<file path="src/rtl/imem_pkg.sv">
// Shared types and constants for the instruction-memory arbiter.
package imem_pkg;

    localparam int unsigned MEM_BYTES_DEF = 1024;
    localparam int unsigned ADDR_W        = 32;
    localparam int unsigned DATA_W        = 32;
    localparam int unsigned CNT_W         = 16;

    typedef enum logic [1:0] {
        ST_RUN    = 2'd0,
        ST_LOCKED = 2'd1,
        ST_DRAIN  = 2'd2
    } state_e;

    typedef enum logic {
        SEL_FETCH = 1'b0,
        SEL_LOAD  = 1'b1
    } sel_e;

    typedef struct packed {
        logic [ADDR_W-1:0] addr;
        logic              we;
        logic [DATA_W-1:0] wdata;
    } mem_req_t;

    // Misaligned or past the last full word of memory.
    function automatic logic addr_bad(input logic [ADDR_W-1:0] addr, input int unsigned mem_bytes);
        return (addr[1:0] != 2'b00) || (addr > ADDR_W'(mem_bytes - 32'd4));
    endfunction

endpackage

</file>
<file path="src/rtl/rr_arb2.sv">
// Two-requester round-robin arbiter; bit 0 = fetch, bit 1 = loader.
module rr_arb2
    import imem_pkg::*;
(
    input  logic       clk,
    input  logic       rst_n,
    input  logic [1:0] req,
    output logic [1:0] gnt_c
);

    sel_e last_q;

    // On a tie the port that did not win last time is granted.
    always_comb begin
        gnt_c = req;
        if (req == 2'b11) begin
            gnt_c = (last_q == SEL_LOAD) ? 2'b01 : 2'b10;
        end
    end

    always_ff @(posedge clk or negedge rst_n) begin
        if (!rst_n) begin
            last_q <= SEL_LOAD;
        end else if (gnt_c[0]) begin
            last_q <= SEL_FETCH;
        end else if (gnt_c[1]) begin
            last_q <= SEL_LOAD;
        end
    end

endmodule

</file>
<file path="src/rtl/imem_arbiter.sv">
// Shares one instruction memory between a fetch port and a loader port,
// with a loader lock mode and single-cycle registered responses.
module imem_arbiter
    import imem_pkg::*;
#(
    parameter int unsigned MEM_BYTES = MEM_BYTES_DEF
) (
    input  logic              clk,
    input  logic              rst_n,
    input  logic              f_req,
    input  logic [ADDR_W-1:0] f_addr,
    output logic              f_gnt,
    output logic              f_rvalid,
    output logic [DATA_W-1:0] f_rdata,
    output logic              f_err,
    input  logic              l_req,
    input  logic              l_we,
    input  logic [ADDR_W-1:0] l_addr,
    input  logic [DATA_W-1:0] l_wdata,
    input  logic              l_lock,
    output logic              l_gnt,
    output logic              l_rvalid,
    output logic              l_err,
    output logic [DATA_W-1:0] l_rdata,
    output logic [ADDR_W-1:0] m_addr,
    output logic              m_we,
    output logic [DATA_W-1:0] m_wdata,
    input  logic [DATA_W-1:0] m_rdata,
    output logic [CNT_W-1:0]  err_cnt
);

    state_e   state_q;
    state_e   state_d;
    logic     f_allow_c;
    logic     l_allow_c;
    logic [1:0] arb_req;
    logic [1:0] arb_gnt;
    logic     acc_err_c;
    mem_req_t mreq_c;

    always_ff @(posedge clk or negedge rst_n) begin
        if (!rst_n) begin
            state_q <= ST_RUN;
        end else begin
            state_q <= state_d;
        end
    end

    // A fetch granted in the locking cycle still owes a response, so drain first.
    always_comb begin
        state_d = state_q;
        case (state_q)
            ST_RUN:    if (l_lock) state_d = arb_gnt[0] ? ST_DRAIN : ST_LOCKED;
            ST_DRAIN:  state_d = ST_LOCKED;
            ST_LOCKED: if (!l_lock) state_d = ST_RUN;
            default:   state_d = ST_RUN;
        endcase
    end

    always_comb begin
        f_allow_c = 1'b0;
        l_allow_c = 1'b0;
        case (state_q)
            ST_RUN: begin
                f_allow_c = 1'b1;
                l_allow_c = 1'b1;
            end
            ST_LOCKED: l_allow_c = 1'b1;
            default: ;
        endcase
    end

    assign arb_req = {l_req & l_allow_c, f_req & f_allow_c} & {2{rst_n}};

    rr_arb2 u_arb (
        .clk   (clk),
        .rst_n (rst_n),
        .req   (arb_req),
        .gnt_c (arb_gnt)
    );

    assign f_gnt = arb_gnt[0];
    assign l_gnt = arb_gnt[1];

    // Memory port follows whichever port won this cycle; errors never write.
    always_comb begin
        mreq_c    = '0;
        acc_err_c = 1'b0;
        if (arb_gnt[0]) begin
            acc_err_c   = addr_bad(f_addr, MEM_BYTES);
            mreq_c.addr = f_addr;
        end else if (arb_gnt[1]) begin
            acc_err_c    = addr_bad(l_addr, MEM_BYTES);
            mreq_c.addr  = l_addr;
            mreq_c.we    = l_we & ~acc_err_c;
            mreq_c.wdata = mreq_c.we ? l_wdata : '0;
        end
    end

    assign m_addr  = mreq_c.addr;
    assign m_we    = mreq_c.we;
    assign m_wdata = mreq_c.wdata;

    always_ff @(posedge clk or negedge rst_n) begin
        if (!rst_n) begin
            f_rvalid <= 1'b0;
            f_err    <= 1'b0;
            f_rdata  <= '0;
            l_rvalid <= 1'b0;
            l_err    <= 1'b0;
            l_rdata  <= '0;
            err_cnt  <= '0;
        end else begin
            f_rvalid <= arb_gnt[0];
            f_err    <= arb_gnt[0] & acc_err_c;
            f_rdata  <= (arb_gnt[0] && !acc_err_c) ? m_rdata : '0;
            l_rvalid <= arb_gnt[1];
            l_err    <= arb_gnt[1] & acc_err_c;
            l_rdata  <= (arb_gnt[1] && !acc_err_c && !l_we) ? m_rdata : '0;
            if ((|arb_gnt) && acc_err_c && (err_cnt != '1)) begin
                err_cnt <= err_cnt + CNT_W'(1);
            end
        end
    end

endmodule

</file>
<file path="config.mk">
export PLATFORM = sky130hd
export DESIGN_NAME = imem_arbiter
export DESIGN_NICKNAME = d
export VERILOG_FILES = /design/src/rtl/imem_pkg.sv /design/src/rtl/rr_arb2.sv /design/src/rtl/imem_arbiter.sv
export SDC_FILE = /design/constraint.sdc
export NUM_CORES = 1
export LEC_CHECK = 0
export ABC_AREA = 0
export CELL_PAD_IN_SITES_DETAIL_PLACEMENT = 1
export CELL_PAD_IN_SITES_GLOBAL_PLACEMENT = 1
export CORE_AREA = 2 2 112 114
export CTS_CLUSTER_SIZE = 25
export DETAILED_ROUTE_END_ITERATION = 6
export DIE_AREA = 0 0 114 116
export DONT_BUFFER_PORTS = 1
export HOLD_SLACK_MARGIN = 0.02
export PLACE_DENSITY_LB_ADDON = 0.1
export SYNTH_ARGS = -nofsm -noshare
export SYNTH_HDL_FRONTEND = slang
export SYNTH_HIERARCHICAL = 1
export SYNTH_SLANG_ARGS = --single-unit
export TNS_END_PERCENT = 5
</file>
<file path="constraint.sdc">
create_clock -name clk -period 7 [get_ports clk]
set_clock_uncertainty 0.05 [all_clocks]
set_input_delay 1.4 -clock clk [delete_from_list [all_inputs] [get_ports clk]]
set_output_delay 1.4 -clock clk [all_outputs]
set_load 0.005 [all_outputs]
</file>
==> results.env, run 1 <==
HOLD_BUFFERS=0
DRT-INITIAL-DRC-COUNT=115
GLOBALROUTEOVERFLOWTOTAL=0
FP-ROW-COUNT=40
VIASPERCELL=5.320
SYN-CELL-AREA_UM2=3731
POWER.SHARE.SWITCHING_PCT=24.12
POSTSYNTHNETCOUNT=454
WORSTREGTOREGCELLS=6
ANTENNA_CELLS_INSERTED=0
NETS=448
I_O_PIN_COUNT=285
SHARE_CLK_OF_TOTAL_POWER_PCT=41.1
YOSYSSEQAREASHARE_PCT=58.38
CTS_BUFFERS=9
ANTENNA_FOUND_INITIAL=0
CTS_MAX_LEVEL=3
MAXIMUM_VDD_DROP_mV=0.1197
ROUTED_WIRE_LENGTH_PER_INSTANCE_UM=22.32
CLOCK-ROOT-BUFFER='sky130_fd_sc_hd__clkbuf_16'
SYN-MEAN-INSTANCE-AREA_UM2=11.70
SYNTH.MOST_COMMON_CELL='sky130_fd_sc_hd__and2_1'
SETUP_VIOL_COUNT_FINAL=0
CTS_SINKS=87
NET-SWITCHING-POWER_W=0.0002531
FILLERS=1287
SYNTH_FF_TYPE='sky130_fd_sc_hd__dfrtp_1'
CHIP_HEIGHT_UM=116
SYNTHDOMINANTAREACELLTYPE='sky130_fd_sc_hd__dfrtp_1'
TIMING.CRITICAL_PATH.TO_TYPE='primary output'
CRITICAL_PATH_CLASS='in -> out'
SYNTH.CELLS.MOST_FREQUENT='sky130_fd_sc_hd__and2_1, sky130_fd_sc_hd__dfrtp_1, sky130_fd_sc_hd__a22o_1'
NETLIST-CELL-TYPE-COUNT=34
HOLD_VIOL=0
REPORT.FINAL.SLEW_VIOL_COUNT=0
YS_FF_LATCH=87
LAYOUT-AREA-OVERHEAD-VS-SYNTH_PCT=10.76
INTPOWER_W=0.0007962
GRT_PASS1_WL_UM=14320
WORST_PIN_SLEW_NS=1.246
WORST-ENDPOINT-REQUIRED_NS=5.55
MAX-CLOCK-PATH-BUFFERS=2
YS_TOP_CELLS_BY_AREA='sky130_fd_sc_hd__dfrtp_1, sky130_fd_sc_hd__and2_1, sky130_fd_sc_hd__a22o_1, sky130_fd_sc_hd__xnor2_1, sky130_fd_sc_hd__nor4_1'
PERIOD_NEEDED_NS=5.525
POST-SYNTH-TOP-AREA-FRACTION_PCT=57.68
IO_BUFFERS=0
INITIAL_UTILIZATION_PCT=31.32
PATH_CLK_SLEW_NS=0.06
FIN_CRIT_SH_PCT=78.93
DETAIL_ROUTE.DRC_VIOLATIONS=0
CLOCK.FMAX_MHz=181.0
WORST_HOLD_PATH_TYPE='reg -> reg'
GRT_USE_TOTAL_PCT=14.41
SETUP_TNS_NS=0
TIMING.CRITICAL_PATH.FANOUT_MAX=89
FIN_WORST_HOLD_SLACK_NS=0.4393
DIE_W_UM=114
MAX_CAP_VIOL_COUNT=0
GRT_MAX_DEGREE=90
LAYOUT-DRIVE-GT1-SHARE_PCT=7.862
TOTAL_WIRE_LENGTH_AFTER_DETAILED_ROUTING_UM=10380
POSTCTSSETUPREPAIRBUFS=0
TRITONCTS='built'
SYNTH_CELLS=319
YS.WARNINGS.COUNT=6
DIE_AREA_UM2=13220
CP_DATA_ARRIVAL_TIME_NS=4.08
SYNTHARSTFLOPSHARE_PCT=100.0
CLKLATENCYLATEPIN_NS=0.33
SYNTH_EDF_COUNT=0
HOLD-PATH-CELL-COUNT=1
SLEW_HEADROOM_PCT=16.58
DRT_PRE_ANTENNA_ITERS=4
LEAKAGE_nW=1.971
COMB_POWER_SHARE_PCT=6.3
SEQ_POWER_SHARE_PCT=52.6
GRT_SETUP_UNREPAIRED='no'
DR_TOTAL_VIAS=2474
OUTCOME='complete, no violations'
ANTENNA_VIOLATING_NETS_POST_ROUTE=0
CTS_RESIZED=0
HPWL_UM=7683
START_KIND='input port'
POWER.DENSITY_nW_PER_UM2=253.9
GRT_PASS1_VIAS=2470
PLACE_CONGESTION=0.6844
PLACEABLECOREAREA_UM2=11910
-- critical path, stage by stage --
cell and delay [ns]:
sky130_fd_sc_hd__nor4bb_1 0.17, sky130_fd_sc_hd__a21boi_2 0.16, sky130_fd_sc_hd__buf_4 0.24, sky130_fd_sc_hd__nor2b_2 1.00, sky130_fd_sc_hd__and3_1 0.79, sky130_fd_sc_hd__and2_1 0.26
-- cell usage in the layout (no fill, tap or decap), drive strengths merged, types with 2 or more instances in the layout --
| master | count |
|---|---|
| a21boi | 2 |
| a21oi | 3 |
| a22o | 32 |
| and2 | 97 |
| and3 | 9 |
| and4 | 2 |
| buf | 4 |
| clkbuf | 11 |
| clkinv | 4 |
| dfrtp | 86 |
| inv | 4 |
| mux2i | 2 |
| nand2 | 7 |
| nand3 | 2 |
| nand4 | 10 |
| nor2 | 3 |
| nor4 | 12 |
| o21ai | 3 |
| xnor2 | 13 |
-- power groups by stage --
stage	Sequential, W	Combinational [W]	Clock [W]
after detailed placement	0.000562	0.0000669	0
after global placement	0.000560	0.0000663	0
after CTS	0.000552	0.0000671	0.000447
final	0.000552	0.0000661	0.000431
after global routing	0.000557	0.0000755	0.000469
after floorplan	0.000554	0.0000578	0
-- area by class of cell --
class                           instances  area, µm²  share of cell area (%)
Sequential cell                        87       2178                   52.71
Multi-Input combinational cell        207       1458                   35.27
Clock buffer                           11      232.7                   5.631
Tap cell                              147      183.9                   4.450
Clock inverter                          5      35.03                  0.8477
Timing Repair Buffer                    4      30.03                  0.7266
Inverter                                4      15.01                  0.3633
-- per-stage QoR --
step	utilization (%)	power (W)	instance area, µm²	setup slack (ns)	instances
4_1_cts	34.70	0.001067	4133	1.565	465
3_3_place_gp	32.45	0.0006266	3865	1.694	449
6_report	34.70	0.001049	4133	1.475	465
5_1_grt	34.70	0.001101	4133	1.195	465
3_5_place_dp	32.45	0.0006288	3865	1.556	449
2_1_floorplan	-	0.0006115	3731	2.502	319
-- path summary, 6_finish.rpt --
check	slack [ns]	to	startpoint
max in group asynchronous	5.96	u_arb/last_q	rst_n
setup / recovery	1.47	m_wdata[26]	rst_n
setup reg to reg	3.48	err_cnt[1]	state_q[1]
hold / removal	0.44	state_q[1]	state_q[0]
hold reg to reg	0.44	state_q[1]	state_q[0]
min in group asynchronous	0.71	f_rdata[22]	rst_n
-- metal layers --
metal  global-route usage (%)  up-vias  routed length (µm)
met4                    4.228        0                 152
met3                    6.590       12                1034
met1                    18.34     1250                4072
li1                         -     1076                   -
met5                        0        -                   0
met2                    22.14      136                5120
-- logic make-up (layout without fill, tap and decap cells) --
logic type / count (synthesis) / after routing / share of synthesized area, %
simple gates: 149 / 149 / 25.08
flops: 87 / 87 / 58.38
compound gates: 40 / 40 / 9.021
buf+inv: 25 / 24 / 3.051
xor+xnor: 14 / 14 / 3.286
mux: 3 / 3 / 0.8384
fa+ha+maj: 1 / 1 / 0.3353
-- flip-flops by register name, indices dropped and copies added (netlist names) --
signal / count
f_rvalid: 1
f_err: 1
f_rdata: 32
u_arb/last_q: 1
l_rdata: 32
state_q: 2
err_cnt: 16
l_err: 1
l_rvalid: 1
(Power assumes the default switching activity.)
==> run 2: changes to the inputs <==
ABC_AREA = 1   (was 0)
CORE_AREA = 2 2 111 113   (was 2 2 112 114)
DIE_AREA = 0 0 113 115   (was 0 0 114 116)
clock period = 4.8 ns   (was 7 ns; I/O delays follow)
==> run 2 against run 1 <==
Net effect: the flow now finishes with violations (design-rule violations); sequential power is 52% higher; power increased by 66%; sequential cell count stayed put.
==> results.env, run 2 <==
SLOWEST_DELAY_NS=0.39
SEQUENTIAL_CELL_AREA_UM2=2178
NETLIST-CELL-TYPE-COUNT=26
YS_FF_LATCH=87
WORST_PIN_SLEW_NS=0.8432
LAYOUT-DRIVE-GT1-SHARE_PCT=6.163
SETUP_VIOL_COUNT_FINAL=0
TRITONCTS='built'
POWER.DENSITY_nW_PER_UM2=384.7
ROUTED_WIRE_LENGTH_PER_INSTANCE_UM=19.27
CLOCK-ROOT-BUFFER='sky130_fd_sc_hd__clkbuf_16'
WORST-ENDPOINT-REQUIRED_NS=3.79
WORSTREGTOREGCELLS=14
REPORT.FINAL.SLEW_VIOL_COUNT=0
REG2REG_TO='l_rdata[19]'
MOST-COMMON-LAYOUT-CELLS='sky130_fd_sc_hd__nor2_1, sky130_fd_sc_hd__inv_1, sky130_fd_sc_hd__dfrtp_1'
GRT_PASS1_WL_UM=18910
I_O_PIN_COUNT=285
SYNTH_FF_TYPE='sky130_fd_sc_hd__dfrtp_1'
PLACE_CONGESTION=0.7581
GRT_PASS1_VIAS=3463
GRT_MAX_DEGREE=89
SYNTHMUXAREASHARE_PCT=0
CLOCK.FMAX_MHz=261.2
SYNTH.CELLS.MOST_FREQUENT='sky130_fd_sc_hd__nor2_1, sky130_fd_sc_hd__inv_1, sky130_fd_sc_hd__dfrtp_1'
CRIT_PATH_CELL_TRACE='inv_1 > nor2_1 > inv_1 > a21oi_1 > inv_1 > nor2_4 > nand2_1 > nor2_1 > inv_1 > nor2_1'
LEAKAGE_nW=2.506
SYNTH-SIMPLE-AREA-SHARE_PCT=26.75
PATH_CLK_SLEW_NS=0.06
CRITICAL_PATH.REG2REG.STARTPOINT='state_q[1]'
YS_TOP_CELLS_BY_AREA='sky130_fd_sc_hd__dfrtp_1, sky130_fd_sc_hd__nor2_1, sky130_fd_sc_hd__inv_1, sky130_fd_sc_hd__nand2_1, sky130_fd_sc_hd__a22o_1'
DP_WORST_SETUP_SLACK_NS=0.9824
FILLERS=1409
SYNTH_XOR_AREA_SHARE_PCT=2.340
CTS_SINKS=87
DR_TOTAL_VIAS=3213
HPWL_UM=9845
HOLD_BUFFERS=0
MULTI_INPUT_AREA_UM2=1500
POST-SYNTH-TOP-AREA-FRACTION_PCT=52.28
GRT_USE_TOTAL_PCT=18.93
START_KIND='input port'
YS.WARNINGS.COUNT=6
SETUP_TNS_NS=0
MAX-CLOCK-PATH-BUFFERS=2
DETAIL_ROUTE.DRC_VIOLATIONS=10
CTS_RESIZED=0
TIMING.CRITICAL_PATH.TO_TYPE='primary output'
GRT_SETUP_UNREPAIRED='no'
FRACTION_OF_THE_MAPPED_NETLIST_AREA_IN_ADDER_CELLS_PCT=0.3040
SYN-MEAN-INSTANCE-AREA_UM2=8.216
GLOBALROUTEOVERFLOWTOTAL=0
FIN_CRIT_SH_PCT=79.75
NETS=633
SYNTH_TOP_FAMILY_BY_AREA='simple AND/OR/NAND/NOR gates'
POSTSYNTHNETCOUNT=636
DRT_PRE_ANTENNA_ITERS=6
CRITICAL-PATH-TOP-DELAY-FAMILY='simple AND/OR/NAND/NOR gates'
IO_BUFFERS=0
PERIOD_NEEDED_NS=3.828
LAYOUT-AREA-OVERHEAD-VS-SYNTH_PCT=10.30
COMPOUND_CELL_AREA_SHARE_OF_THE_YOSYS_NETLIST_PCT=7.052
SYNTHDOMINANTAREACELLTYPE='sky130_fd_sc_hd__dfrtp_1'
CP_DATA_ARRIVAL_TIME_NS=2.82
VIOLATIONS='design-rule violations'
SYNTH_CELLS=501
MAX_CAP_VIOL_COUNT=0
FP-ROW-COUNT=40
SLEW_HEADROOM_PCT=43.72
FIN_WORST_HOLD_SLACK_NS=0.2663
CHIP_HEIGHT_UM=115
INITIAL_UTILIZATION_PCT=34.85
DRT-INITIAL-DRC-COUNT=151
DPL-INSTANCE-AREA_UM2=4234
FINAL_CRITICAL_PATH_SETUP_SLACK_NS=0.9721
CTS_BUFFERS=9
ANTENNA_VIOLATING_NETS_POST_ROUTE=0
CRITICAL_PATH_CLASS='in -> out'
CTS_MAX_LEVEL=3
DIE_AREA_UM2=13000
CP_SLOWEST_CELL='sky130_fd_sc_hd__inv_1'
PATH_BUF_INV=4
SYNTH.MOST_COMMON_CELL='sky130_fd_sc_hd__nor2_1'
VIASPERCELL=4.943
CPMOSTUSEDCELL='sky130_fd_sc_hd__inv_1'
REG.LARGEST.LIST='f_rdata x32, l_rdata x32, err_cnt x16'
ANTENNA_FOUND_INITIAL=0
OUTCOME='finished with violations'
WORST_HOLD_PATH_TYPE='in -> async'
PLACEABLECOREAREA_UM2=11810
POSTCTSSETUPREPAIRBUFS=0
DIE_W_UM=113
HOLD_VIOL=0
FINAL_AREA_UM2=4541
YOSYSSEQAREASHARE_PCT=52.92
FF2FF_SETUP_SLACK_NS=1.77
TIMING.CRITICAL_PATH.FANOUT_MAX=88
TOTAL_WIRE_LENGTH_AFTER_DETAILED_ROUTING_UM=12530
MAXIMUM_VDD_DROP_mV=0.1990
MOSTFREQUENTLAYOUTCELL='sky130_fd_sc_hd__nor2_1'
SYNTH_EDF_COUNT=0
SYNTHARSTFLOPSHARE_PCT=100.0
SYN-CELL-AREA_UM2=4116
ANTENNA_CELLS_INSERTED=0
CLKLATENCYLATEPIN_NS=0.33
-- run 2: cell count changes in the layout (fill, tap and decap cells not counted), sizes merged, moves of 7 or more --
cell	delta
nor4	-12
nand3	+24
xnor2	-10
inv	+87
nand2	+74
nor2	+142
and3	-9
xor2	+7
nand4	-8
and2	-97
-- run 2: kinds of logic (layout without fill, tap and decap cells) --
family,Yosys count,after routing
and+or+nand+nor,259,259
buffers and inverters,108,110
DFF,87,87
AOI/OAI and AO/OA,35,35
xor gates and xnor gates,11,11
adders and majority gates,1,1
-- run 2: layout make-up --
class                   instances  share of cell area [%]
clock buffers                  11                   5.346
inverters                      89                   7.357
multi-input cells             306                   33.04
well taps                     147                   4.051
clock inverters                 5                   1.405
flip-flops and latches         87                   47.97
repair buffers                  5                  0.8267
-- run 2: worst max-delay path by stage --
stage / endpoint / startpoint / slack [ns] / cells past startpoint
3_5_place_dp: m_wdata[8] / rst_n / 0.98 / 10
4_1_cts: m_wdata[8] / rst_n / 0.98 / 10
3_3_place_gp: m_wdata[15] / rst_n / 1.10 / 10
2_1_floorplan: m_wdata[10] / rst_n / 1.54 / 11
5_1_grt: m_wdata[3] / rst_n / 0.83 / 10
6_report: m_wdata[8] / rst_n / 0.97 / 10
-- run 2: routing by layer --
layer | up-vias | global-route usage (%) | part of all wire [%]
li1 | 1508 | - | -
met1 | 1548 | 19.61 | 34
met2 | 145 | 35.93 | 56
met3 | 12 | 7.169 | 9.0
met4 | 0 | 4.959 | 1.1
met5 | - | 0 | 0
-- run 2: stage by stage --
stage	std cells	power, W	util, %
2_1_floorplan	501	0.0009944	-
3_3_place_gp	634	0.001048	35.85
3_5_place_dp	634	0.001056	35.85
4_1_cts	650	0.001776	38.44
5_1_grt	650	0.001834	38.44
6_report	650	0.001747	38.44
-- run 2: power breakdown --
| part | total [W] | leakage (nW) | switching, W | internal [W] |
|---|---|---|---|---|
| registers | 0.000841 | 1.19 | 0.0000585 | 0.000782 |
| clock network | 0.000711 | 0.152 | 0.000288 | 0.000423 |
| logic | 0.000195 | 1.16 | 0.000126 | 0.0000686 |
| total | 0.00175 | 2.51 | 0.000473 | 0.00127 |
==> run 3: changes to the inputs <==
clock period = 3.1 ns   (was 4.8 ns; I/O delays follow)
==> run 3 against run 2 <==
Net effect: the flow still finishes with violations (design-rule violations); utilization increased by 0.90 points; sequential share of layout area decreased by 1.1 points; clock power is 53% higher; final cell count grew 1.5%; global-route usage decreased by 0.34 points; routed wire length barely moved; sequential cell count unchanged; die area stayed put; register-to-register slack worse by 1.2 ns; combinational power rose by 71%; via count up 1.2%; setup slack lost 0.68 ns.
==> results.env, run 3 (synthesized netlist as in run 2, its figures left out) <==
CRITICAL-PATH-TOP-DELAY-FAMILY='simple AND/OR/NAND/NOR gates'
VIASPERCELL=4.924
CTS_MAX_LEVEL=3
LAYOUT-DRIVE-GT1-SHARE_PCT=8.382
SETUP_VIOL_COUNT_FINAL=0
CTS_BUFFERS=9
TIMING.CRITICAL_PATH.FANOUT_MAX=6
CTS_SINKS=87
WORST_PIN_SLEW_NS=0.4130
WORST_HOLD_PATH_TYPE='in -> async'
MAXIMUM_VDD_DROP_mV=0.2962
CLOCK-ROOT-BUFFER='sky130_fd_sc_hd__clkbuf_16'
GRT_PASS1_WL_UM=18380
GRT_USE_TOTAL_PCT=18.59
WORST-ENDPOINT-REQUIRED_NS=2.43
MOST-COMMON-LAYOUT-CELLS='sky130_fd_sc_hd__nor2_1, sky130_fd_sc_hd__inv_1, sky130_fd_sc_hd__dfrtp_1'
FF2FF_SETUP_SLACK_NS=0.55
TRITONCTS='built'
REG.LARGEST.LIST='f_rdata x32, l_rdata x32, err_cnt x16'
MAX_CAP_VIOL_COUNT=0
PLACEABLECOREAREA_UM2=11810
DIE_W_UM=113
HPWL_UM=9562
CPMOSTUSEDCELL='sky130_fd_sc_hd__inv_1'
GRT_PASS1_VIAS=3401
PATH_BUF_INV=5
DRT-INITIAL-DRC-COUNT=180
SLEW_HEADROOM_PCT=72.46
LEAKAGE_nW=2.546
TOTAL_WIRE_LENGTH_AFTER_DETAILED_ROUTING_UM=12530
POWER.DENSITY_nW_PER_UM2=586.8
CP_DATA_ARRIVAL_TIME_NS=2.14
ANTENNA_FOUND_INITIAL=0
GRT_SETUP_UNREPAIRED='no'
FINAL_AREA_UM2=4647
CHIP_HEIGHT_UM=115
CRIT_PATH_CELL_TRACE='inv_1 > nand2_1 > nor2_1 > inv_1 > a21oi_2 > inv_1 > nor2_4 > nand2_1 > nor2_4 > clkinvlp_4 > buf_4 > nor2_1'
LAYOUT-AREA-OVERHEAD-VS-SYNTH_PCT=12.89
INITIAL_UTILIZATION_PCT=34.85
DP_WORST_SETUP_SLACK_NS=0.2115
FP-ROW-COUNT=40
DR_TOTAL_VIAS=3250
REPORT.FINAL.SLEW_VIOL_COUNT=0
FIN_WORST_HOLD_SLACK_NS=0.06495
CLKLATENCYLATEPIN_NS=0.34
ROUTED_WIRE_LENGTH_PER_INSTANCE_UM=18.99
REG2REG_TO='l_rdata[12]'
DPL-INSTANCE-AREA_UM2=4272
MAX-CLOCK-PATH-BUFFERS=2
UTILIZATION_PCT=39.34
CRITICAL_PATH.REG2REG.STARTPOINT='state_q[1]'
HOLD_VIOL=0
CRITICAL_PATH_CLASS='reg -> out'
NETS=643
VIOLATIONS='design-rule violations'
I_O_PIN_COUNT=285
PERIOD_NEEDED_NS=2.807
ANTENNA_CELLS_INSERTED=0
CP_SLOWEST_CELL='sky130_fd_sc_hd__dfrtp_1'
GLOBALROUTEOVERFLOWTOTAL=0
MOSTFREQUENTLAYOUTCELL='sky130_fd_sc_hd__nor2_1'
WORSTREGTOREGCELLS=12
OUTCOME='finished with violations'
FIN_CRIT_SH_PCT=90.55
START_KIND='register'
GRT_MAX_DEGREE=87
FINAL_CRITICAL_PATH_SETUP_SLACK_NS=0.2928
DETAIL_ROUTE.DRC_VIOLATIONS=10
TIMING.CRITICAL_PATH.TO_TYPE='primary output'
CLOCK.FMAX_MHz=356.2
PLACE_CONGESTION=0.7814
SETUP_TNS_NS=0
DIE_AREA_UM2=13000
PATH_CLK_SLEW_NS=0.07
ANTENNA_VIOLATING_NETS_POST_ROUTE=0
IO_BUFFERS=0
DRT_PRE_ANTENNA_ITERS=6
SLOWEST_DELAY_NS=0.39
run 3: cell count changes in the layout (fill, tap and decap cells not counted), sizes merged:
| cell | before | now |
|---|---|---|
| clkinv | 2 | 1 |
| clkinvlp | 0 | 3 |
| buf | 5 | 14 |
| inv | 91 | 90 |
run 3: worst register-to-register path, cell delays in order, from the launching register on:
cell and delay [ns]:
sky130_fd_sc_hd__dfrtp_1 0.39, sky130_fd_sc_hd__nor2_1 0.15, sky130_fd_sc_hd__nand2_1 0.07, sky130_fd_sc_hd__nor2_1 0.22, sky130_fd_sc_hd__nand2_1 0.08, sky130_fd_sc_hd__nand2_1 0.13
sky130_fd_sc_hd__buf_4 0.36, sky130_fd_sc_hd__nand2_1 0.19, sky130_fd_sc_hd__nand2_4 0.26, sky130_fd_sc_hd__inv_2 0.07, sky130_fd_sc_hd__nand2_1 0.09, sky130_fd_sc_hd__buf_4 0.27
sky130_fd_sc_hd__nor2_1 0.10
run 3: area by class of cell:
cell class	count	area, µm²
clock buffers	11	232.7
clock inverters	5	66.31
fillers	1418	7164
flip-flops and latches	87	2178
repair buffers	14	128.9
multi-input cells	306	1511
well taps	147	183.9
inverters	89	337.8
repair inverters	1	7.507
run 3: power breakdown:
group          internal, W  switching (W)
clock network     0.000635       0.000456
registers          0.00121      0.0000923
logic             0.000117       0.000216
total              0.00196       0.000764
run 3: how the worst max path moves through the flow:
stage	start	to	slack, ns	cells after the start
after detailed placement	rst_n	m_wdata[26]	0.21	10
after global routing	state_q[1]	m_wdata[4]	0.02	12
after floorplan	rst_n	m_wdata[10]	0.52	11
final	state_q[1]	m_wdata[2]	0.29	12
after global placement	rst_n	m_wdata[15]	0.29	10
after CTS	state_q[1]	m_wdata[26]	0.003	11
run 3: stage by stage:
step | cells | total power [W]
5_1_grt | 660 | 0.002867
6_report | 660 | 0.002727
4_1_cts | 656 | 0.002767
2_1_floorplan | 501 | 0.001540
3_3_place_gp | 639 | 0.001629
3_5_place_dp | 639 | 0.001639
run 3: repair_timing:
action,CTS,global route
hold buffers,1,0
gates resized for setup,0,6
endpoints found under the hold margin,86,0
setup endpoints to repair,0,34
setup buffers,0,3
run 3: per-layer routing:
layer	global-route usage [%]	wire length (µm)	vias up
met3	7.222	1036	13
met4	6.667	225	0
met1	19.61	4521	1569
met2	33.85	6749	145
met5	0	0	-
li1	-	-	1523
